--- src/rtl/ram_bank_if.sv ---
// Port bundle for ram_bank: read/write port A, read-only port B and the init status.
// The master drives requests and observes data; the slave is the memory bank.
interface ram_bank_if #(
  parameter int unsigned DATA_WIDTH = 32,
  parameter int unsigned ADDR_WIDTH = 5
);
  localparam int unsigned BE_WIDTH = DATA_WIDTH / 8;

  logic                  init_busy;

  logic                  a_ena;
  logic                  a_wena;
  logic [ADDR_WIDTH-1:0] a_addr;
  logic [BE_WIDTH-1:0]   a_be;
  logic [DATA_WIDTH-1:0] a_din;
  logic [DATA_WIDTH-1:0] a_dout;
  logic                  a_valid;

  logic                  b_ena;
  logic [ADDR_WIDTH-1:0] b_addr;
  logic [DATA_WIDTH-1:0] b_dout;
  logic                  b_valid;

  modport master (
    input  init_busy,
    output a_ena, a_wena, a_addr, a_be, a_din,
    input  a_dout, a_valid,
    output b_ena, b_addr,
    input  b_dout, b_valid
  );

  modport slave (
    output init_busy,
    input  a_ena, a_wena, a_addr, a_be, a_din,
    output a_dout, a_valid,
    input  b_ena, b_addr,
    output b_dout, b_valid
  );
endinterface

--- src/rtl/ram_bank.sv ---
// Data memory bank: byte-writable port A, read-only port B, self-clearing after reset,
// read latency of 1 or 2 cycles with one-cycle valid strobes.
module ram_bank #(
  parameter int unsigned DATA_WIDTH = 32,
  parameter int unsigned ADDR_WIDTH = 5,
  parameter int unsigned RD_LATENCY = 1,
  parameter int unsigned RDW_MODE   = 0
) (
  input  logic       clk,
  input  logic       rst,
  ram_bank_if.slave  bus
);
  localparam int unsigned BE_WIDTH = DATA_WIDTH / 8;
  localparam int unsigned DEPTH    = 2 ** ADDR_WIDTH;
  localparam logic [ADDR_WIDTH-1:0] LAST_ADDR = ADDR_WIDTH'(DEPTH - 1);

  typedef enum logic {
    ST_CLEAR = 1'b0,
    ST_READY = 1'b1
  } state_t;

  state_t                state;
  state_t                state_next;
  logic [ADDR_WIDTH-1:0] clr_addr;
  logic [ADDR_WIDTH-1:0] clr_addr_next;
  logic                  clr_we;
  logic                  ready;
  logic                  busy_q;

  logic [DATA_WIDTH-1:0] mem [DEPTH];

  logic                  a_wr;
  logic                  a_rd;
  logic                  b_rd;
  logic [DATA_WIDTH-1:0] a_rdata;
  logic [DATA_WIDTH-1:0] b_rdata;

  logic [DATA_WIDTH-1:0] a_stage;
  logic                  a_stage_v;
  logic [DATA_WIDTH-1:0] b_stage;
  logic                  b_stage_v;

  logic [DATA_WIDTH-1:0] a_dout_q;
  logic                  a_valid_q;
  logic [DATA_WIDTH-1:0] b_dout_q;
  logic                  b_valid_q;

  // Sequencer state and clear counter
  always_ff @(posedge clk) begin
    if (rst) begin
      state    <= ST_CLEAR;
      clr_addr <= '0;
      busy_q   <= 1'b1;
    end else begin
      state    <= state_next;
      clr_addr <= clr_addr_next;
      busy_q   <= (state_next == ST_CLEAR);
    end
  end

  always_comb begin
    state_next    = state;
    clr_addr_next = clr_addr;
    clr_we        = 1'b0;
    ready         = 1'b0;
    case (state)
      ST_CLEAR: begin
        clr_we        = 1'b1;
        clr_addr_next = clr_addr + ADDR_WIDTH'(1);
        if (clr_addr == LAST_ADDR) begin
          state_next = ST_READY;
        end
      end
      ST_READY: begin
        ready = 1'b1;
      end
      default: begin
        state_next = ST_CLEAR;
      end
    endcase
  end

  // Requests count only in READY and never in a cycle where rst is sampled
  assign a_wr = ready & ~rst & bus.a_ena &  bus.a_wena;
  assign a_rd = ready & ~rst & bus.a_ena & ~bus.a_wena;
  assign b_rd = ready & ~rst & bus.b_ena;

  // Storage: clear has priority, otherwise byte-masked port A write
  always_ff @(posedge clk) begin
    if (clr_we && !rst) begin
      mem[clr_addr] <= '0;
    end else if (a_wr) begin
      for (int unsigned i = 0; i < BE_WIDTH; i++) begin
        if (bus.a_be[i]) begin
          mem[bus.a_addr][8*i +: 8] <= bus.a_din[8*i +: 8];
        end
      end
    end
  end

  assign a_rdata = mem[bus.a_addr];

  // Write-first collision forwards only the enabled bytes of the concurrent A write
  always_comb begin
    b_rdata = mem[bus.b_addr];
    if ((RDW_MODE == 1) && a_wr && (bus.a_addr == bus.b_addr)) begin
      for (int unsigned i = 0; i < BE_WIDTH; i++) begin
        if (bus.a_be[i]) begin
          b_rdata[8*i +: 8] = bus.a_din[8*i +: 8];
        end
      end
    end
  end

  if (RD_LATENCY == 2) begin : g_lat2
    logic [DATA_WIDTH-1:0] a_s1;
    logic                  a_s1_v;
    logic [DATA_WIDTH-1:0] b_s1;
    logic                  b_s1_v;

    // Extra pipeline register between array and output
    always_ff @(posedge clk) begin
      if (rst) begin
        a_s1   <= '0;
        a_s1_v <= 1'b0;
        b_s1   <= '0;
        b_s1_v <= 1'b0;
      end else begin
        a_s1_v <= a_rd;
        b_s1_v <= b_rd;
        if (a_rd) a_s1 <= a_rdata;
        if (b_rd) b_s1 <= b_rdata;
      end
    end

    assign a_stage   = a_s1;
    assign a_stage_v = a_s1_v;
    assign b_stage   = b_s1;
    assign b_stage_v = b_s1_v;
  end else begin : g_lat1
    assign a_stage   = a_rdata;
    assign a_stage_v = a_rd;
    assign b_stage   = b_rdata;
    assign b_stage_v = b_rd;
  end

  // Output registers; data holds when no read completes
  always_ff @(posedge clk) begin
    if (rst) begin
      a_dout_q  <= '0;
      a_valid_q <= 1'b0;
      b_dout_q  <= '0;
      b_valid_q <= 1'b0;
    end else begin
      a_valid_q <= a_stage_v;
      b_valid_q <= b_stage_v;
      if (a_stage_v) a_dout_q <= a_stage;
      if (b_stage_v) b_dout_q <= b_stage;
    end
  end

  assign bus.init_busy = busy_q;
  assign bus.a_dout    = a_dout_q;
  assign bus.a_valid   = a_valid_q;
  assign bus.b_dout    = b_dout_q;
  assign bus.b_valid   = b_valid_q;

endmodule

--- src/flat_wrapper.sv ---
// flat-port wrapper written by rule: the top's interface ports become plain ports
module ram_bank_flat 
#(
  parameter int unsigned DATA_WIDTH = 32,
  parameter int unsigned ADDR_WIDTH = 5,
  parameter int unsigned RD_LATENCY = 1,
  parameter int unsigned RDW_MODE   = 0
)
  (clk, rst, bus_init_busy, bus_a_ena, bus_a_wena, bus_a_addr, bus_a_be, bus_a_din, bus_a_dout, bus_a_valid, bus_b_ena, bus_b_addr, bus_b_dout, bus_b_valid);
  ram_bank_if #(.DATA_WIDTH(DATA_WIDTH), .ADDR_WIDTH(ADDR_WIDTH)) bus_i ();
  input  logic clk;
  input  logic rst;
  output wire logic [$bits(bus_i.init_busy)-1:0] bus_init_busy;
  input wire logic [$bits(bus_i.a_ena)-1:0] bus_a_ena;
  input wire logic [$bits(bus_i.a_wena)-1:0] bus_a_wena;
  input wire logic [$bits(bus_i.a_addr)-1:0] bus_a_addr;
  input wire logic [$bits(bus_i.a_be)-1:0] bus_a_be;
  input wire logic [$bits(bus_i.a_din)-1:0] bus_a_din;
  output wire logic [$bits(bus_i.a_dout)-1:0] bus_a_dout;
  output wire logic [$bits(bus_i.a_valid)-1:0] bus_a_valid;
  input wire logic [$bits(bus_i.b_ena)-1:0] bus_b_ena;
  input wire logic [$bits(bus_i.b_addr)-1:0] bus_b_addr;
  output wire logic [$bits(bus_i.b_dout)-1:0] bus_b_dout;
  output wire logic [$bits(bus_i.b_valid)-1:0] bus_b_valid;
  assign bus_init_busy = bus_i.init_busy;
  assign bus_i.a_ena = bus_a_ena;
  assign bus_i.a_wena = bus_a_wena;
  assign bus_i.a_addr = bus_a_addr;
  assign bus_i.a_be = bus_a_be;
  assign bus_i.a_din = bus_a_din;
  assign bus_a_dout = bus_i.a_dout;
  assign bus_a_valid = bus_i.a_valid;
  assign bus_i.b_ena = bus_b_ena;
  assign bus_i.b_addr = bus_b_addr;
  assign bus_b_dout = bus_i.b_dout;
  assign bus_b_valid = bus_i.b_valid;
  ram_bank #(.DATA_WIDTH(DATA_WIDTH), .ADDR_WIDTH(ADDR_WIDTH), .RD_LATENCY(RD_LATENCY), .RDW_MODE(RDW_MODE)) u_core (.clk(clk), .rst(rst), .bus(bus_i));
endmodule
--- config.mk ---
export PLATFORM = sky130hd
export DESIGN_NAME = ram_bank_flat
export DESIGN_NICKNAME = d
export VERILOG_FILES = /design/src/rtl/ram_bank_if.sv /design/src/rtl/ram_bank.sv /design/src/flat_wrapper.sv
export SDC_FILE = /design/constraint.sdc
export NUM_CORES = 1
export LEC_CHECK = 0
export BUFFER_PORTS_ARGS = -buffer_cell sky130_fd_sc_hd__buf_2
export CELL_PAD_IN_SITES_DETAIL_PLACEMENT = 0
export CELL_PAD_IN_SITES_GLOBAL_PLACEMENT = 1
export CORE_MARGIN = 2
export CORE_UTILIZATION = 40
export CTS_CLUSTER_DIAMETER = 40
export DETAILED_ROUTE_END_ITERATION = 10
export HOLD_SLACK_MARGIN = 0.06
export PLACE_DENSITY = 0.61
export SLEW_MARGIN = 25
export SYNTH_ARGS = -nofsm -noshare
export SYNTH_HDL_FRONTEND = slang
export SYNTH_SLANG_ARGS = --single-unit
--- constraint.sdc ---
create_clock -name clk -period 6 [get_ports clk]
set_input_delay 1.2 -clock clk [delete_from_list [all_inputs] [get_ports clk]]
set_output_delay 1.2 -clock clk [all_outputs]
set_load 0.03 [all_outputs]
Yosys cells after proc, flatten, opt, wreduce, memory -nomap -nowiden
Memory sizes are Yosys's and may differ from the RTL's. A register that Yosys moved wholly into a read port is not among the register bits.
Cells that the tools add are included.

word-level totals
  logic and storage cells = 44
  output and inout bits = 67
  bits of input ports = 51
  bits in writable memories = 1024
  memories = 1
  latch bits = 0
  bits in read-only memories = 0
  register bits after elaboration = 9

operators by class
  reduce and logical (&&, ||, !) cells = 3
  equality and inequality tests = 1
  bitwise logic cells = 8
  multiplexer cells = 25
  $lt $le $gt $ge = 0
  divide/modulo/power cells = 0
  multipliers = 0
  add/sub/neg operators = 1
  shift operators = 0

memory list
  name        depth  width  read ports  clocked after Yosys merged registers in  write ports  RTL line        text
  u_core.mem  32     32     2           2                                        1            ram_bank.sv:30  logic [DATA_WIDTH-1:0] mem [DEPTH];

operator list
  cell                   count
  $mux W32               1
  $reduce_or A32 Y1      1
  $mux W1                22
  $add A5 B1 Y5 const B  1
  $and A1 B1 Y1          5
  $eq A5 B5 Y1 const B   1
  $mux W5                1
  $mux W4                1
  $not A1 Y1             3
  $logic_and A1 B1 Y1    1
  $logic_not A1 Y1       1

Longest topological paths before layout
Gate-level depths: netlist of the first run.

  word-level depth = 9
  gate-level depth with buffers = 10
  gate-level depth less buffers = 6

Worst setup path before layout of the first run
No wires, ideal clock.

  path type = in2reg
  start point = input port rst
  end point = memory u_core.mem[11][0], enable pin
  arrival time = 3022 ps
  path buffers = 2
  path slack = 2607 ps
  stages on the path = 7
  library setup time = 371 ps
  data required time = 5629 ps
  path through = clkbuf_1 -> nand4b_1 -> nor2_1 -> clkbuf_1 -> mux2i_1 -> nand2_1 -> nor2_1

between the ends
  word-level cells in the longest chain between the ends = 9
  elaborated cells on any way between the ends = 23
  those cells by class = mux: 16; bitwise: 4; reduce/logical: 3

ends and longest elaborated chain
  what                                          RTL line            text
  from (decl)                                   flat_wrapper.sv:12  input logic rst;
  $not A1 Y1                                    ram_bank.sv:84      assign a_wr = ready & ~rst & bus.a_ena & bus.a_wena;
  $and A1 B1 Y1 (3 in a row)                    ram_bank.sv:84
  $mux W1                                       ram_bank.sv:92      end else if (a_wr) begin
  $mux W1                                       ram_bank.sv:90      if (clr_we && !rst) begin
  $mux W1 (not written as such)                 ram_bank.sv:95      mem[bus.a_addr][8*i +: 8] <= bus.a_din[8*i +: 8];
  $reduce_or A32 Y1 (no line)                   n/a
  $mux W5 (no line) or $mux W4 (tied branches)  n/a
  to (decl)                                     ram_bank.sv:30

Several ways; a longest one is shown, not always the timed one.

Worst setup path after layout of the first run
  start point = input port rst
  end point = memory u_core.mem[3][25], enable pin

The elaborated chain is that of the path after synthesis.

==> out/qor.csv, run 1 <==
metric,value,unit
hpwlAfterDp,109000,um
ys_ff_latch,1097,
yosys.area.top_type,edfxtp_1,
die_y,364,um
synthCells,3424,
ys_async_sr_fraction,0,%
post_synth_num_cell_types,39,
hold_path_class,register to register,
numCtsBuffers,168,
synthTopCellsByArea,"edfxtp_1 (59%), mux2i_1 (15%), mux4_2 (5.6%), a22oi_1 (5.0%), dfxtp_1 (2.8%)",
p_leak,20.4,nW
wl_per_cell,31.3,um
cp-start-kind,input port,
gp_congestion,0.832,
synth_edf_count,1024,
postCtsSetupRepairBufs,0,
placed_cell_area,0.0543,mm2
syn_area,0.0517,mm2
antenna_found_initial,5,
clk_path_buf_depth,3,
syn_to_final_growth,16.3,%
num_rows,131,
vias,33100,
cts_tree,done,
required,6.40,ns
max_freq,0.263,GHz
grt_max_degree,73,
pre_cts_ws,1.42,ns
relSlewSlack,26.7,%
dr.pass1.iters,5,
viasPerCell,6.14,
grt_pass1_wl,241000,um
syn_area_per_cell,15.1,um2
io_buffer_count,117,
holdPathEnd,u_core.bus.b_dout[16],
power_density,321,mW/mm2
tightest_slew,1.10,ns
peakVddDrop,0.000304,V
stdcell_area,0.0601,mm2
r2r_slack,2.44,ns
core_area,0.128,mm2
drc,0,
htree_levels,4,
grt_pass1_vias,33700,
hold_depth,1,
grt_overflow_total,0,
cts_sinks,1097,
worstHoldStart,u_core.bus.b_dout[16],
finalMaxSlewViolations,0,
max_stage_delay,0.73,ns
cts_resized,0,
ant_nets,0,
period_share,63.4,%
fin_skew,0.0288,ns
root_buffer,clkbuf_16,
yosysWarnings,0,
start_util,40.4,%
clk_pin_slew,0.05,ns
finalSetupTns,0,ns
worstReg2RegEnd,u_core.mem[3][25],
path_max_fanout,26,
setup_viol,0,
hold_buffers,0,
synth_top_area_share,59.5,%
syn-num-nets,3477,
utilization,47.0,%
path_class,input port to register,
yosysMostFrequentCell,edfxtp_1,
min_period,3.81,ns
rsz0062_at_grt,no,
worst_slack,2.19,ns
ioPinCount,118,
yosys-top-cells-count,"edfxtp_1 (1024), mux2i_1 (797), a22oi_1 (345)",
drt_iter0_markers,3268,
cap_violations,0,
grt_use_total,25.3,%
wirelength,169000,um
worstPathArrival,4.21,ns
dieArea,0.132,mm2
r2r_cells,7,
status,completed,
insertion_delay,0.80,ns
rr_startpoint,u_core.state,
cp.buffers_inverters,2,
drive_gt1_share,20.6,%
yosysSeqAreaShare,62.3,%
crit_path_end_kind,register,
die_w,364,um
slowest_stage,nor2_1,
cp_cell_sequence,buf_4 > nand4b_1 > nor2_4 > buf_4 > mux2i_1 > nand2_1 > nor2_1,
cpMostUsedCell,buf_4,
nets,3639,
hold_viol,0,
crit_family,simple AND/OR/NAND/NOR gates,
synthFlopType,edfxtp_1,
-- area by class of cell --
cell class / instances / area [um2]
multi-input combinational: 2059 / 18200
sequential: 1097 / 32200
inverter: 2 / 7.51
timing repair buffer: 258 / 1900
tap: 1662 / 2080
antenna: 2 / 5.00
clock inverter: 126 / 1410
clock buffer: 188 / 4370
fill: 11000 / 67700
-- power breakdown --
part | internal, mW | switching [mW] | leakage [nW]
logic | 0.360 | 0.699 | 8.83
registers | 8.30 | 0.0276 | 8.78
clock network | 6.00 | 3.90 | 2.77
total | 14.7 | 4.62 | 20.4
-- layer usage --
layer / up-vias / share of wire (%) / track usage, %
met4: 0 / 3.5 / 9.49
met2: 1323 / 48 / 40.9
li1: 14200 / - / -
met5: - / 0 / 0
met3: 279 / 6.3 / 4.21
met1: 17300 / 43 / 34.4
-- worst max path at each step --
stage                        endpoint  slack (ns)  cells after the start  startpoint
floorplan           u_core.mem[11][0]        2.61                      7         rst
global placement    u_core.mem[0][24]        1.52                      7         rst
detailed placement  u_core.mem[0][26]        1.42                      7         rst
CTS                 u_core.mem[3][25]        2.20                      7         rst
global route        u_core.mem[3][25]        2.05                      7         rst
finish              u_core.mem[3][25]        2.19                      7         rst
-- through the flow --
step | hold slack [ns] | total power, mW | std cells
floorplan | 0.571 | 9.16 | 3424
global placement | 0.471 | 9.52 | 5077
detailed placement | 0.475 | 9.53 | 5077
CTS | 0.487 | 19.4 | 5391
global route | 0.492 | 19.8 | 5393
finish | 0.484 | 19.3 | 5394
-- worst reg2reg max path, stage by stage, from the launching register on --
cell	delay (ns)
dfxtp_1	0.31
buf_4	0.26
nand4b_1	0.20
nor2_4	0.26
buf_4	0.43
mux2i_1	0.59
nand2_1	0.40
nor2_1	0.73
-- placed cells by master (no fill, tap or decap), types with 7 or more instances in the layout --
cell,count
nand2_1,102
o41ai_1,7
a211oi_1,7
buf_2,111
clkinv_2,19
dfxtp_1,73
clkbuf_16,171
clkinv_8,8
a21oi_1,178
mux4_2,128
bufinv_16,14
a221oi_1,32
a31oi_1,12
inv_8,11
edfxtp_1,1024
and2_1,32
mux2_2,34
nor2_1,166
clkinvlp_4,24
a22o_1,32
clkbuf_1,14
buf_12,16
buf_4,127
or4_1,33
nand3_1,54
clkinv_4,15
a211oi_2,32
mux2i_1,797
inv_6,27
nor2b_1,12
a22oi_1,345
nor4_1,7
-- cell families (layout without fill, tap and decap cells) --
group	after synthesis	after routing	synth area share (%)
compound gates	650	650	9.03
xor+xnor	3	3	0.0508
fa+ha+maj	2	2	0.0484
buf+inv	268	574	2.80
flops	1097	1097	62.3
mux	959	959	21.7
other cells	0	2	0
simple gates	445	445	4.02
-- registers in the layout, indices dropped and copies added (netlist names) --
register              count
u_core.bus.init_busy      1
u_core.state              1
u_core.mem             1024
u_core.bus.a_dout        32
u_core.bus.b_valid        1
u_core.clr_addr           5
u_core.bus.b_dout        32
u_core.bus.a_valid        1
(Power assumes the default switching activity.)
==> inputs of run 2 (changes only) <==
- ABC_AREA: default -> 1
- PLACE_DENSITY: 0.61 -> 0.68
- clock period: 6 -> 3.05 ns (I/O delays scaled with it)
==> run 2 against run 1 <==
Register-to-register slack worse by 2.0 ns. Sequential share of layout area is 4.4 points lower. Sequential power increased by 97%. Core utilization is 0.71 points higher. Count of clock-buffer cells in the layout fell by 14. Combinational power rose to 3.2 times the previous value. Synthesized cell count up 84%. Cell area increased by 8.9%. Critical path type is now register to register. Largest cell class unchanged.
==> out/qor.csv, run 2 <==
metric,value,unit,change
status,completed,,
yosys.area.top_type,edfxtp_1,,
period_share,86.7,%,
cts_resized,0,,unchanged
drc,0,,unchanged
grt_use_total,28.6,%,+3.3 points
syn_area_per_cell,8.77,um2,-42%
cp-start-kind,register,,
wl_met3,16600,um,+56%
cap_violations,0,,unchanged
num_rows,136,,+3.8%
wirelength,204000,um,+21%
worstPathArrival,3.14,ns,-1.07 ns
grt_max_degree,141,,+93%
met1Wirelength,86800,um,+21%
relSlewSlack,26.7,%,about the same
ys_ff_latch,1097,,unchanged
hold_buffers,0,,unchanged
grt_pass1_wl,300000,um,+25%
yosysWarnings,0,,unchanged
tightest_slew,1.10,ns,+0.00180 ns
yosys-top-cells-count,"nand2_1 (2632), nand3_1 (1738), edfxtp_1 (1024)",,
synth_edf_count,1024,,unchanged
grt_pass1_vias,44800,,+33%
io_buffer_count,117,,unchanged
core_area,0.137,mm2,+7.3%
start_util,40.2,%,-0.20 points
ioPinCount,118,,unchanged
largest_register_ffs,1024,,unchanged
min_period,2.64,ns,
synth_top_area_share,55.7,%,-3.8 points
root_buffer,clkbuf_16,,
cp_cell_sequence,nand3_2 > nor2_4 > o21ai_2 > nand2_2 > nand2_1 > nand2_2 > nand2_4 > buf_12 > nor3_1 > buf_4,,
fin_skew,0.0253,ns,-0.00346 ns
dr.pass1.iters,6,,+1
crit_cells,10,,+3
nets,6477,,+78%
path_class,register to register,,
synthTopCellsByArea,"edfxtp_1 (56%), nand2_1 (18%), nand3_1 (16%), dfxtp_1 (2.6%), clkbuf_1 (1.9%)",,
wl_per_cell,24.4,um,-22%
final_cell_mix,"nand2_1 (2631), nand3_1 (1738), edfxtp_1 (1024)",,
path_max_fanout,14,,-46%
clk_path_buf_depth,3,,unchanged
required,3.55,ns,-2.85 ns
p_leak,26.3,nW,+29%
syn-num-nets,6348,,+83%
hold_path_class,input port to register,,
rr_startpoint,u_core.state,,
clk_pin_slew,0.05,ns,about the same
antenna_found_initial,1,,-4
startpoint,u_core.state,,
rsz0062_at_grt,no,,
yosysSeqAreaShare,58.4,%,-3.9 points
grt_overflow_total,0,,unchanged
gp_congestion,0.846,,+1.7%
top_layer,met4,,
synthCells,6295,,+84%
die_w,375,um,+3.3%
viasPerCell,5.65,,-8.1%
r2r_slack,0.41,ns,-2.03 ns
fill_cells,12800,,+16%
cts_sinks,1097,,unchanged
htree_levels,4,,unchanged
max_freq,0.378,GHz,
hpwlAfterDp,128000,um,+18%
post_synth_num_cell_types,27,,-31%
vias,47200,,+42%
worst_slack,0.406,ns,-1.79 ns
pre_cts_ws,0.00267,ns,-1.42 ns
numCtsBuffers,164,,-2.4%
drive_gt1_share,13.9,%,-6.7 points
syn_area,0.0552,mm2,+6.7%
final_cells,8360,,+55%
cts_tree,done,,
peakVddDrop,0.000367,V,+21%
dieArea,0.141,mm2,+6.7%
diodes,0,,-2
yosysMostFrequentCell,nand2_1,,
postCtsSetupRepairBufs,0,,unchanged
cp-endpoint,u_core.mem[28][7],,
wl_met2,92900,um,+15%
r2r_cells,10,,+3
cpMostUsedCell,nand2_2,,
finalSetupTns,0,ns,unchanged
synthFlopType,edfxtp_1,,
syn_to_final_growth,18.7,%,
slowest_stage,dfxtp_1,,
power_density,594,mW/mm2,+85%
max_stage_delay,0.43,ns,-0.30 ns
die_y,375,um,+3.3%
finalMaxSlewViolations,0,,unchanged
hold_viol,0,,unchanged
final_common_cell,nand2_1,,
drt_iter0_markers,5700,,+74%
ys_async_sr_fraction,0,%,unchanged
setup_viol,0,,unchanged
numPlacedInstances,8052,,+59%
regMostFlops,u_core.mem,,
insertion_delay,0.80,ns,about the same
worstReg2RegEnd,u_core.mem[28][7],,
cp.buffers_inverters,2,,unchanged
ant_nets,0,,unchanged
crit_path_end_kind,register,,
crit_family,simple AND/OR/NAND/NOR gates,,
[run 2: per-stage QoR]
step / total power [mW] / hold WS, ns / util, % / area [um2]
4_1_cts: 39.1 / 0.0965 / 47.8 / 65500
3_3_place_gp: 20.0 / 0.457 / 43.6 / 59800
6_report: 38.9 / 0.165 / 47.8 / 65500
2_1_floorplan: 18.6 / 0.479 / - / 55200
3_5_place_dp: 20.0 / 0.458 / 43.6 / 59800
5_1_grt: 40.0 / 0.146 / 47.8 / 65500
[run 2: worst min-delay path by stage]
stage / start / endpoint / slack [ns] / cells after the start
finish: rst / u_core.clr_addr[0] / 0.16 / 2
global route: rst / u_core.clr_addr[3] / 0.15 / 2
CTS: rst / u_core.clr_addr[0] / 0.1 / 2
global placement: u_core.bus.b_dout[23] / u_core.bus.b_dout[23] / 0.46 / 2
detailed placement: u_core.bus.b_dout[16] / u_core.bus.b_dout[16] / 0.46 / 2
floorplan: u_core.clr_addr[4] / u_core.clr_addr[4] / 0.48 / 2
[run 2: final cells by class]
type	instances	area, um2	share of cell area, %
Clock inverter	134	1500	2.29
Multi-Input combinational cell	4648	20700	31.7
Tap cell	1794	2240	3.43
Sequential cell	1097	32200	49.2
Inverter	55	251	0.384
Timing Repair Buffer	458	4390	6.70
Clock buffer	174	4160	6.36
[run 2: worst register-to-register path, cell delays in order, from the launching register on]
cell and delay (ns):
dfxtp_1 0.43, nand3_2 0.17, nor2_4 0.19, o21ai_2 0.10
nand2_2 0.23, nand2_1 0.11, nand2_2 0.12, nand2_4 0.26
buf_12 0.28, nor3_1 0.25, buf_4 0.22
[run 2: kinds of logic after synthesis]
| kind of cell | synth area share, % |
|---|---|
| DFF | 58.4 |
| AOI/OAI and AO/OA | 0.696 |
| and+or+nand+nor | 36.6 |
| buffers and inverters | 4.29 |
| adders and majority gates | 0.0453 |
[run 2: where the power goes]
part | switching (mW) | leakage, nW | internal [mW]
clock network | 7.57 | 2.72 | 11.6
logic | 2.43 | 13.1 | 0.943
registers | 0.0572 | 10.4 | 16.3
total | 10.1 | 26.3 | 28.8
[run 2: per-layer routing]
metal	GRT usage (%)	up-vias
met5	0	-
met4	11.9	0
met3	4.81	394
met2	44.4	2330
met1	39.7	22700
li1	-	21800
